==> src/rtl/hex_scan_driver.sv <==
// Four-digit multiplexed hex display scanner with frame-synchronous data update.
// Latency: outputs registered; a new slot appears the cycle after its prescaler tick.
// Backpressure: none; load is a strobe, and the last load before a frame boundary wins.
//
// Ports:
//   clk, rst_n          - system clock, asynchronous active-low reset
//   load, data_in       - capture strobe and four hex digits (digit k = data_in[4k+3:4k])
//   blank_lz            - suppress leading zero digits 3..1
//   b0..b3              - nibble of the active digit (b0 = MSB)
//   an                  - active-low digit enables, an[k] selects digit k
//   frame               - one-cycle pulse when the scan returns to digit 0
module hex_scan_driver #(
    parameter int CLK_DIV = 50000
) (
    input  logic        clk,
    input  logic        rst_n,
    input  logic        load,
    input  logic [15:0] data_in,
    input  logic        blank_lz,
    output logic        b0,
    output logic        b1,
    output logic        b2,
    output logic        b3,
    output logic [3:0]  an,
    output logic        frame
);
    localparam int            CW   = $clog2(CLK_DIV);
    localparam logic [CW-1:0] LAST = CW'(CLK_DIV - 1);

    logic [CW-1:0] cnt;
    logic          started;
    logic [1:0]    idx;
    logic [15:0]   pending;
    logic          pending_valid;
    logic [15:0]   display;
    logic [3:0]    nib;

    logic          tick;
    logic          boundary;
    logic [1:0]    idx_nxt;
    logic [15:0]   display_nxt;
    logic [3:0]    digit;
    logic          z3, z2, z1;
    logic          blank;
    logic [3:0]    an_nxt;
    logic [3:0]    nib_nxt;

    // Output values are computed from the post-edge index and display so that
    // the registered outputs line up with the slot that starts on this edge.
    always_comb begin
        tick        = (cnt == LAST);
        boundary    = tick && (idx == 2'd3);
        idx_nxt     = tick ? idx + 2'd1 : idx;

        display_nxt = display;
        if (boundary) begin
            if (load) begin
                display_nxt = data_in;
            end else if (pending_valid) begin
                display_nxt = pending;
            end
        end

        case (idx_nxt)
            2'd0:    digit = display_nxt[3:0];
            2'd1:    digit = display_nxt[7:4];
            2'd2:    digit = display_nxt[11:8];
            default: digit = display_nxt[15:12];
        endcase

        // A digit is a leading zero when it and every digit above it are zero.
        z3 = (display_nxt[15:12] == 4'h0);
        z2 = z3 && (display_nxt[11:8] == 4'h0);
        z1 = z2 && (display_nxt[7:4] == 4'h0);

        case (idx_nxt)
            2'd3:    blank = blank_lz && z3;
            2'd2:    blank = blank_lz && z2;
            2'd1:    blank = blank_lz && z1;
            default: blank = 1'b0;
        endcase

        an_nxt  = blank ? 4'b1111 : ~(4'b0001 << idx_nxt);
        nib_nxt = blank ? 4'h0 : digit;
    end

    always_ff @(posedge clk or negedge rst_n) begin
        if (!rst_n) begin
            cnt           <= '0;
            started       <= 1'b0;
            idx           <= 2'd0;
            pending       <= 16'h0000;
            pending_valid <= 1'b0;
            display       <= 16'h0000;
            nib           <= 4'h0;
            an            <= 4'b1111;
            frame         <= 1'b0;
        end else begin
            // The first edge after reset only lights digit 0; counting starts
            // after it so that every slot, including the first, is CLK_DIV long.
            started <= 1'b1;
            if (!started || tick) begin
                cnt <= '0;
            end else begin
                cnt <= cnt + CW'(1);
            end

            idx     <= idx_nxt;
            display <= display_nxt;

            // A load on the boundary goes straight to display, so pending is
            // left alone and the valid flag is cleared.
            if (boundary) begin
                pending_valid <= 1'b0;
            end else if (load) begin
                pending       <= data_in;
                pending_valid <= 1'b1;
            end

            if (!started || tick) begin
                an  <= an_nxt;
                nib <= nib_nxt;
            end
            frame <= boundary;
        end
    end

    assign b0 = nib[3];
    assign b1 = nib[2];
    assign b2 = nib[1];
    assign b3 = nib[0];

endmodule
==> config.mk <==
export PLATFORM = sky130hd
export DESIGN_NAME = hex_scan_driver
export DESIGN_NICKNAME = d
export VERILOG_FILES = /design/src/rtl/hex_scan_driver.sv
export SDC_FILE = /design/constraint.sdc
export NUM_CORES = 1
export LEC_CHECK = 0
export ABC_AREA = 0
export CAP_MARGIN = 25
export CORE_ASPECT_RATIO = 1.2
export CORE_MARGIN = 5
export CORE_UTILIZATION = 50
export DETAILED_ROUTE_END_ITERATION = 8
export DONT_BUFFER_PORTS = 1
export PLACE_DENSITY_LB_ADDON = 0.08
export SYNTH_ARGS = -nofsm -noshare
export SYNTH_HDL_FRONTEND = slang
export SYNTH_SLANG_ARGS = --single-unit
==> constraint.sdc <==
create_clock -name clk -period 3.4 [get_ports clk]
set_clock_uncertainty 0.1 [all_clocks]
set_input_delay 0.34 -clock clk [delete_from_list [all_inputs] [get_ports clk]]
set_output_delay 0.34 -clock clk [all_outputs]
set_load 0.005 [all_outputs]
### After elaboration in Yosys (flattened, before gate mapping)

Cells that the tools add are included.

* register bits after elaboration: 61
* output and inout bits: 9
* word-level logic and storage cells: 44

* $add $sub $neg: 2
* equality and inequality tests: 5
* shift-type cells: 1
* muxes and demuxes: 11
* bitwise gates (word level): 2
* reduce and logical (&&, ||, !) cells: 14

Operators with widths (count)
* 16-bit 2-to-1 mux: 4
* 16-bit by 1-bit adder with 16-bit output, second input constant: 1
* 16-bit == test, second input constant: 1
* 4-bit logical NOT: 3
* 4-bit one-hot mux with 3 select lines: 1
* 4-bit 2-to-1 mux: 2
* 2-bit == test, second input constant: 3
* 1-bit logical AND: 6
* 4-bit inverter: 1
* 1-bit by 2-bit << shifter with 4-bit output, first input constant: 1
* 1-bit one-hot mux with 3 select lines: 1
* 2-bit by 1-bit adder with 2-bit output, second input constant: 1
* 2-bit by 1-bit == test with 1-bit output, second input constant: 1
* 2-bit logical NOT: 1
* 1-bit 2-to-1 mux: 2
* 2-bit 2-to-1 mux: 1
* 2-bit AND reduction: 1
* 2-bit nonzero test: 1
* 1-bit logical NOT: 1
* 1-bit logical OR: 1
* 1-bit inverter: 1

### Logic depth before layout (Yosys ltp)

Gate-level depths: netlist (run 1).

* depth after elaboration: 9
* depth in mapped cells: 11
* mapped depth without buffers: 11

### Worst setup path before layout (run 1)

OpenSTA, ideal clock, no wires.

* path kind: reg-to-reg
* start point: reg cnt[11]
* end point: reg nib[1]
* data arrival time: 2.974 ns
* required time: 3.178 ns
* slack: 0.205 ns
* cell stages (with the launch flop): 9
* buffers on the path: 1
* cell sequence: dfrtp_1 > or4_4 > or4_4 > buf_6 > a21oi_2 > nand2_2 > or4_1 > a211o_1 > a32o_1

* word-level cells in the longest chain between the ends: 9
* elaborated cells on any way between the ends: 20

Ends and longest elaborated chain
* start, declared: RTL line 30 `logic [CW-1:0] cnt;`
* start signal, assigned: RTL line 105 `cnt <= cnt + CW'(1);`
* 16-bit == test (*): RTL line 51 `tick = (cnt == LAST);`
* 1-bit logical AND (*): RTL line 52 `boundary = tick && (idx == 2'd3);`
* 16-bit 2-to-1 mux (*): RTL line 56 `if (boundary) begin`
* named net display_nxt[15]: RTL line 41 `logic [15:0] display_nxt;`
* 4-bit logical NOT (*): RTL line 72 `z3 = (display_nxt[15:12] == 4'h0);`
* 1-bit logical AND: RTL line 73 `z2 = z3 && (display_nxt[11:8] == 4'h0);`
* 1-bit logical AND: RTL line 74 `z1 = z2 && (display_nxt[7:4] == 4'h0);`
* 1-bit logical AND: RTL line 79 `2'd1: blank = blank_lz && z1;`
* 1-bit one-hot mux with 3 select lines (*): RTL line 76 `case (idx_nxt)`
* 4-bit 2-to-1 mux (*): RTL line 84 `nib_nxt = blank ? 4'h0 : digit;`
* end signal, assigned: RTL line 122 `nib <= nib_nxt;`
* end, declared: RTL line 36 `logic [3:0] nib;`

The timed path passes the listed nets; every way through them passes the cells marked *.
A chain may end at the register's enable or synchronous reset.

### Final worst setup path (run 1)

* start point: reg cnt[13]
* end point: reg nib[1]

* word-level cells in the longest chain between the ends: 9
* elaborated cells on any way between the ends: 20

Ends and longest elaborated chain (RTL line)
* 16-bit == test (*): 51
* 1-bit logical AND: 52
* 16-bit 2-to-1 mux: 56
* 4-bit logical NOT, on equally long branches: 72, 73
* 1-bit logical AND: 73
* 1-bit logical AND: 74
* 1-bit logical AND: 79
* 1-bit one-hot mux with 3 select lines: 76
* 4-bit 2-to-1 mux: 84

Every way passes the cells marked *; elsewhere a longest branch is shown, timed or not.

==> results.sh, run 1 <==
export IMPL_power_density_nw_per_um2=446
export IMPL_status="finished, final reports clean"
export IMPL_crit_arrival_ns=3.44
export IMPL_leakagePower_nw=1.56
export IMPL_worst_pin_slew_ns=0.612
export IMPL_setup_slack_ns=0.0867
export IMPL_nFillCells=534
export IMPL_drt_wl_total_um=6750
export IMPL_synth_cells=290
export IMPL_grt_first_pass_wirelength_um=11200
export IMPL_pre_cts_ws_ns=0.0339
export IMPL_layout_commonest_cell="dfrtp_1"
export IMPL_grt_ovfl_total=0
export IMPL_regToRegEndpoint="nib[1]$_DFFE_PN0N_"
export IMPL_startpoint_type="flop"
export IMPL_ys_flop_type="dfrtp_1"
export IMPL_rows=31
export IMPL_yosysSeqAreaShare_pct=51.1
export IMPL_grtUsageTotal_pct=19.8
export IMPL_crit_fanout=7
export IMPL_synth_area_um2=3000
export IMPL_cts_sinks=61
export IMPL_gp_congestion=0.872
export IMPL_die_y_um=94.8
export IMPL_maxSlewViolCount=0
export IMPL_dpl_hpwl_um=4800
export IMPL_ys_types=50
export IMPL_final_cell_mix="57 x dfrtp_1, 39 x nor2_1, 21 x nand2_1, 16 x mux2_2, 13 x buf_4"
export IMPL_clock_path_buffers=2
export IMPL_drt_initial_drc_count=118
export IMPL_h_tree_depth=3
export IMPL_grt_max_degree=62
export IMPL_viasPerCell=5.68
export IMPL_fin_crit_ns=3.31
export IMPL_ys_seq_elements=61
export IMPL_hp_start="data_in[15]"
export IMPL_port_buffers=0
export IMPL_synth_edff_count=0
export IMPL_reg2reg_from="cnt[13]$_DFF_PN0_"
export IMPL_antenna_found_initial=0
export IMPL_numCtsBuffers=9
export IMPL_final_nets=334
export IMPL_io_pins=29
export IMPL_dieWidth_um=80.7
export IMPL_wl_per_cell_um=17.1
export IMPL_r2r_cells=8
export IMPL_min_path_cells=1
export IMPL_fp_coreArea_um2=5930
export IMPL_synth_avg_cell_area_um2=10.3
export IMPL_ff2ff_setup_slack_ns=0.09
export IMPL_maxCapViolations=0
export IMPL_synthArstFlopShare_pct=100
export IMPL_start_util_pct=50.5
export IMPL_period_share_pct=97.5
export IMPL_worstSetupEndpointType="flop"
export IMPL_worstHoldEndpoint="pending[15]$_DFFE_PN0P_"
export IMPL_required_ns=3.53
export IMPL_holdCritPathClass="in -> reg"
export IMPL_cts_tree="done"
export IMPL_synth_warnings=0
export IMPL_setup_viol=0
export IMPL_final_layout_size_suffix_gt1_share_pct=18.6
export IMPL_grt_pass1_vias=2301
export IMPL_whs_ns=0.0451
export IMPL_synthToLayoutAreaGrowth_pct=14.2
export IMPL_antenna_cells=0
export IMPL_cts_root_buf="clkbuf_8"
export IMPL_die_area_um2=7650
export IMPL_vdd_ir_drop_worst_uv=315
export IMPL_antenna_left=0
export IMPL_path_clk_slew_ns=0.07
export IMPL_slew_headroom_pct=59.1
export IMPL_vias=2236
export IMPL_drc=0
export IMPL_criticalPathCategory="reg -> reg"
export IMPL_hold_viol=0
export IMPL_syn_num_nets=317
export IMPL_timing_fmax_mhz=302
export IMPL_insertion_delay_ns=0.34
export IMPL_dr_pass1_iters=4
-- cell families after synthesis --
family / share of synthesized area, %
fa+ha+maj: 2.92
mux: 7.01
other cells: 0.125
compound gates: 13.1
flops: 51.1
buf+inv: 2.67
xor+xnor: 4.38
simple gates: 18.7
-- worst max-delay path, stage by stage, from the launching register on --
cell	delay, ns
dfrtp_1	0.40
or4bb_4	0.58
or4_4	0.63
o21ai_1	0.17
o21a_1	0.16
nand3_1	0.09
or4_1	0.44
a211o_4	0.39
a32o_1	0.26
-- report_power, final --
part | total (W) | leakage, nW | internal [W] | switching [W]
combinational | 0.0000826 | 0.676 | 0.0000382 | 0.0000445
clock | 0.000674 | 0.106 | 0.000398 | 0.000277
sequential | 0.000771 | 0.777 | 0.000753 | 0.0000175
-- sequential cells by signal, indices dropped and copies added (netlist names) --
register and flops:
an 4, cnt 16, display 16, frame 1
idx 2, nib 4, pending 16, pending_valid 1
started 1
-- worst max path at each step --
stage / startpoint / end / slack (ns)
after detailed placement: cnt[11]$_DFF_PN0_ / nib[1]$_DFFE_PN0N_ / 0.03
final: cnt[13]$_DFF_PN0_ / nib[1]$_DFFE_PN0N_ / 0.09
after global routing: cnt[13]$_DFF_PN0_ / nib[1]$_DFFE_PN0N_ / -0.03
after CTS: cnt[11]$_DFF_PN0_ / nib[1]$_DFFE_PN0N_ / 0.03
after floorplan: cnt[11]$_DFF_PN0_ / nib[1]$_DFFE_PN0N_ / 0.20
after global placement: cnt[10]$_DFF_PN0_ / nib[1]$_DFFE_PN0N_ / 0.12
-- final cells by class --
| cell class | count | area [um^2] | share of cell area, % |
|---|---|---|---|
| Sequential cell | 61 | 1530 | 44.7 |
| Multi-Input combinational cell | 210 | 1410 | 41.0 |
| Clock buffer | 13 | 169 | 4.93 |
| Timing Repair Buffer | 15 | 135 | 3.95 |
| Tap cell | 82 | 103 | 3.00 |
| Clock inverter | 3 | 42.5 | 1.24 |
| Inverter | 10 | 37.5 | 1.10 |
-- metal layers --
| metal | track usage, % | routed length, um | vias up |
|---|---|---|---|
| met5 | 0 | 0 | - |
| met2 | 32.0 | 3440 | 60 |
| li1 | - | - | 1076 |
| met1 | 23.5 | 2790 | 1085 |
| met3 | 5.44 | 343 | 15 |
| met4 | 11.7 | 174 | 0 |
-- metrics by stage --
step	std cells	TNS, ns	total power, W	area (um^2)	utilization [%]
after floorplan	290	0	0.000831	3000	-
after global placement	374	0	0.000845	3140	52.9
after detailed placement	374	0	0.000847	3140	52.9
after CTS	392	0	0.00155	3390	57.1
after global routing	394	-0.0344	0.00160	3420	57.7
final	394	0	0.00153	3420	57.7
-- Yosys cell counts, types with 2 or more instances --
| cell | instances | share of area, % |
|---|---|---|
| and3_1 | 9 | 1.9 |
| or4_4 | 2 | 0.75 |
| a22oi_1 | 3 | 0.75 |
| nor2_1 | 39 | 4.9 |
| nand3b_1 | 4 | 1.0 |
| a32oi_1 | 4 | 1.2 |
| nor3_1 | 4 | 0.67 |
| nor3b_1 | 2 | 0.50 |
| clkbuf_1 | 7 | 0.88 |
| mux2_2 | 16 | 6.0 |
| and2_1 | 3 | 0.63 |
| nand2b_1 | 3 | 0.63 |
| a22o_1 | 2 | 0.58 |
| a32o_1 | 2 | 0.67 |
| mux2i_1 | 3 | 1.0 |
| o21ai_0 | 12 | 2.0 |
| ha_1 | 7 | 2.9 |
| xnor2_1 | 4 | 1.2 |
| inv_1 | 9 | 1.1 |
| nor4_1 | 3 | 0.63 |
| o21a_1 | 3 | 0.75 |
| o22ai_1 | 8 | 1.7 |
| dfstp_2 | 4 | 3.5 |
| a31oi_1 | 2 | 0.42 |
| xor2_1 | 11 | 3.2 |
| nand2_1 | 21 | 2.6 |
| a221oi_1 | 2 | 0.58 |
| nand3_1 | 12 | 2.0 |
| dfrtp_1 | 57 | 48 |
| a21oi_1 | 12 | 2.0 |
-- repair_timing --
action / CTS / global route
gates resized for setup: 0 / 4
hold endpoints to repair: 61 / 0
endpoints found under the setup margin: 0 / 4
setup buffers: 0 / 2
hold buffers: 2 / 0
(Power assumes the default switching activity.)
==> run 2, diff against run 1 <==
--- a/config.mk
+++ b/config.mk
@@ -9,7 +9,7 @@
 export CAP_MARGIN = 25
 export CORE_ASPECT_RATIO = 1.2
 export CORE_MARGIN = 5
-export CORE_UTILIZATION = 50
+export CORE_UTILIZATION = 57
 export DETAILED_ROUTE_END_ITERATION = 8
 export DONT_BUFFER_PORTS = 1
 export PLACE_DENSITY_LB_ADDON = 0.08
==> run 2 against run 1 <==
Effect of this change:
- highest routed layer unchanged
- critical endpoint unchanged
- largest power group unchanged
- combinational power about the same
- hold slack gained 0.0047 ns
- sequential share of layout area rose by 0.82 points
- critical path depth is the same
==> results.sh, run 2 (synthesized netlist as in run 1, its figures left out) <==
export IMPL_status="finished, final reports clean"
export IMPL_fp_coreArea_um2=5190
export IMPL_final_cell_mix="57 x dfrtp_1, 39 x nor2_1, 20 x nand2_1, 16 x mux2_2"
export IMPL_wl_per_cell_um=17.9
export IMPL_cts_sinks=61
export IMPL_grt_ovfl_total=0
export IMPL_clock_path_buffers=2
export IMPL_crit_chain="or4bb_4 > or4_4 > o21ai_2 > o21a_1 > nand3_1 > or4_4 > a211o_4 > a32o_1"
export IMPL_die_area_um2=6820
export IMPL_antenna_left=0
export IMPL_reg_top3="cnt (16), display (16), pending (16)"
export IMPL_vdd_ir_drop_worst_uv=250
export IMPL_fin_crit_ns=3.33
export IMPL_dr_pass1_iters=4
export IMPL_final_nets=332
export IMPL_max_stage_delay_ns=0.65
export IMPL_leakagePower_nw=1.53
export IMPL_startpoint_type="flop"
export IMPL_cts_root_buf="clkbuf_8"
export IMPL_numCtsBuffers=9
export IMPL_slew_headroom_pct=57.9
export IMPL_power_density_nw_per_um2=426
export IMPL_insertion_delay_ns=0.33
export IMPL_crit_top_cell="or4_4"
export IMPL_grt_max_degree=62
export IMPL_drt_initial_drc_count=128
export IMPL_layout_commonest_cell="dfrtp_1"
export IMPL_rows=29
export IMPL_viasPerCell=5.98
export IMPL_grt_first_pass_wirelength_um=11000
export IMPL_crit_fanout=8
export IMPL_cts_tree="done"
export IMPL_drc=0
export IMPL_nFillCells=416
export IMPL_period_share_pct=97.9
export IMPL_grt_pass1_vias=2344
export IMPL_criticalPathCategory="reg -> reg"
export IMPL_final_layout_size_suffix_gt1_share_pct=18.8
export IMPL_required_ns=3.52
export IMPL_crit_arrival_ns=3.45
export IMPL_worst_pin_slew_ns=0.631
export IMPL_stdcell_area_um2=3360
export IMPL_setup_viol=0
export IMPL_h_tree_depth=3
export IMPL_path_clk_slew_ns=0.07
export IMPL_synthToLayoutAreaGrowth_pct=12.1
export IMPL_port_buffers=0
export IMPL_grtUsageTotal_pct=20.8
export IMPL_dieWidth_um=76.2
export IMPL_vias=2218
export IMPL_antenna_found_initial=0
export IMPL_worstSetupEndpointType="flop"
export IMPL_die_y_um=89.4
export IMPL_antenna_cells=0
export IMPL_holdCritPathClass="in -> reg"
export IMPL_maxSlewViolCount=0
export IMPL_dpl_hpwl_um=4790
export IMPL_gp_congestion=0.848
export IMPL_start_util_pct=57.8
export IMPL_timing_setup_tns_ns=0
export IMPL_placement_cell_area_um2=3110
export IMPL_drt_wl_total_um=6650
export IMPL_io_pins=29
export IMPL_hold_viol=0
export IMPL_maxCapViolations=0
export IMPL_crit_slowest_cell="or4_4"
export IMPL_timing_fmax_mhz=301
==> run 2: cell types whose count changed in the layout (fill, tap and decap cells not counted), sizes merged <==
cell / delta
inv: -1
bufinv: -1
buf: -2
clkbuf: +1
==> run 2: final cells by class <==
class	instances	area, um^2	share of cell area [%]
inverter	10	41.3	1.23
clock inverter	1	5.00	0.149
timing repair buffer	13	120	3.57
sequential	61	1530	45.6
clock buffer	14	173	5.14
multi-input combinational	210	1410	42.1
tap	62	77.6	2.31
==> run 2: worst paths after layout <==
path                                         from                       to  slack [ns]  depth (start not counted)
worst max-delay path            cnt[13]$_DFF_PN0_       nib[1]$_DFFE_PN0N_        0.07                          8
worst min-delay path                  data_in[11]  pending[11]$_DFFE_PN0P_        0.05                          1
worst max register to register  cnt[13]$_DFF_PN0_       nib[1]$_DFFE_PN0N_        0.07                          8
worst min register to register   cnt[0]$_DFF_PN0_         cnt[0]$_DFF_PN0_        0.39                          1
max in group asynchronous                   rst_n        an[2]$_DFFE_PN1N_        2.46                          2
min in group asynchronous                   rst_n  pending[11]$_DFFE_PN0P_        0.43                          2
==> run 2: timing repair <==
item                                    CTS  global route
gates resized for setup                   0             8
endpoints found under the setup margin    0             6
hold buffers                              2             0
setup buffers                             0             1
hold endpoints to repair                 61             0
==> run 2: metal layers <==
| layer | up-vias | wire, um | track usage [%] | share of wire [%] |
|---|---|---|---|---|
| li1 | 1066 | - | - | - |
| met1 | 1096 | 2830 | 23.3 | 43 |
| met2 | 42 | 3450 | 36.0 | 52 |
| met3 | 14 | 238 | 4.54 | 3.6 |
| met4 | 0 | 137 | 13.7 | 2.1 |
| met5 | - | 0 | 0 | 0 |
==> run 2: worst max-delay path: cells and delay by family (launching register included) <==
kind	cells	cell delay, ns
compound gates	4	0.96
flops	1	0.41
simple gates	4	1.75
==> run 2: power by group <==
group	total, W	switching (W)	internal, W
Combinational	0.0000825	0.0000448	0.0000377
Sequential	0.000772	0.0000185	0.000754
Clock	0.000578	0.000258	0.000320
==> run 2: metrics by stage <==
step	std cells	utilization [%]	setup slack, ns	power (W)	hold WS [ns]
final	371	64.8	0.0726	0.00143	0.0498
after global routing	371	64.8	-0.00805	0.00149	0.0300
after CTS	370	64.0	0.0270	0.00144	0.0411
after detailed placement	353	59.9	0.0172	0.000848	-0.0540
after global placement	353	59.9	0.107	0.000846	-0.0542
after floorplan	290	-	0.205	0.000831	-0.0556
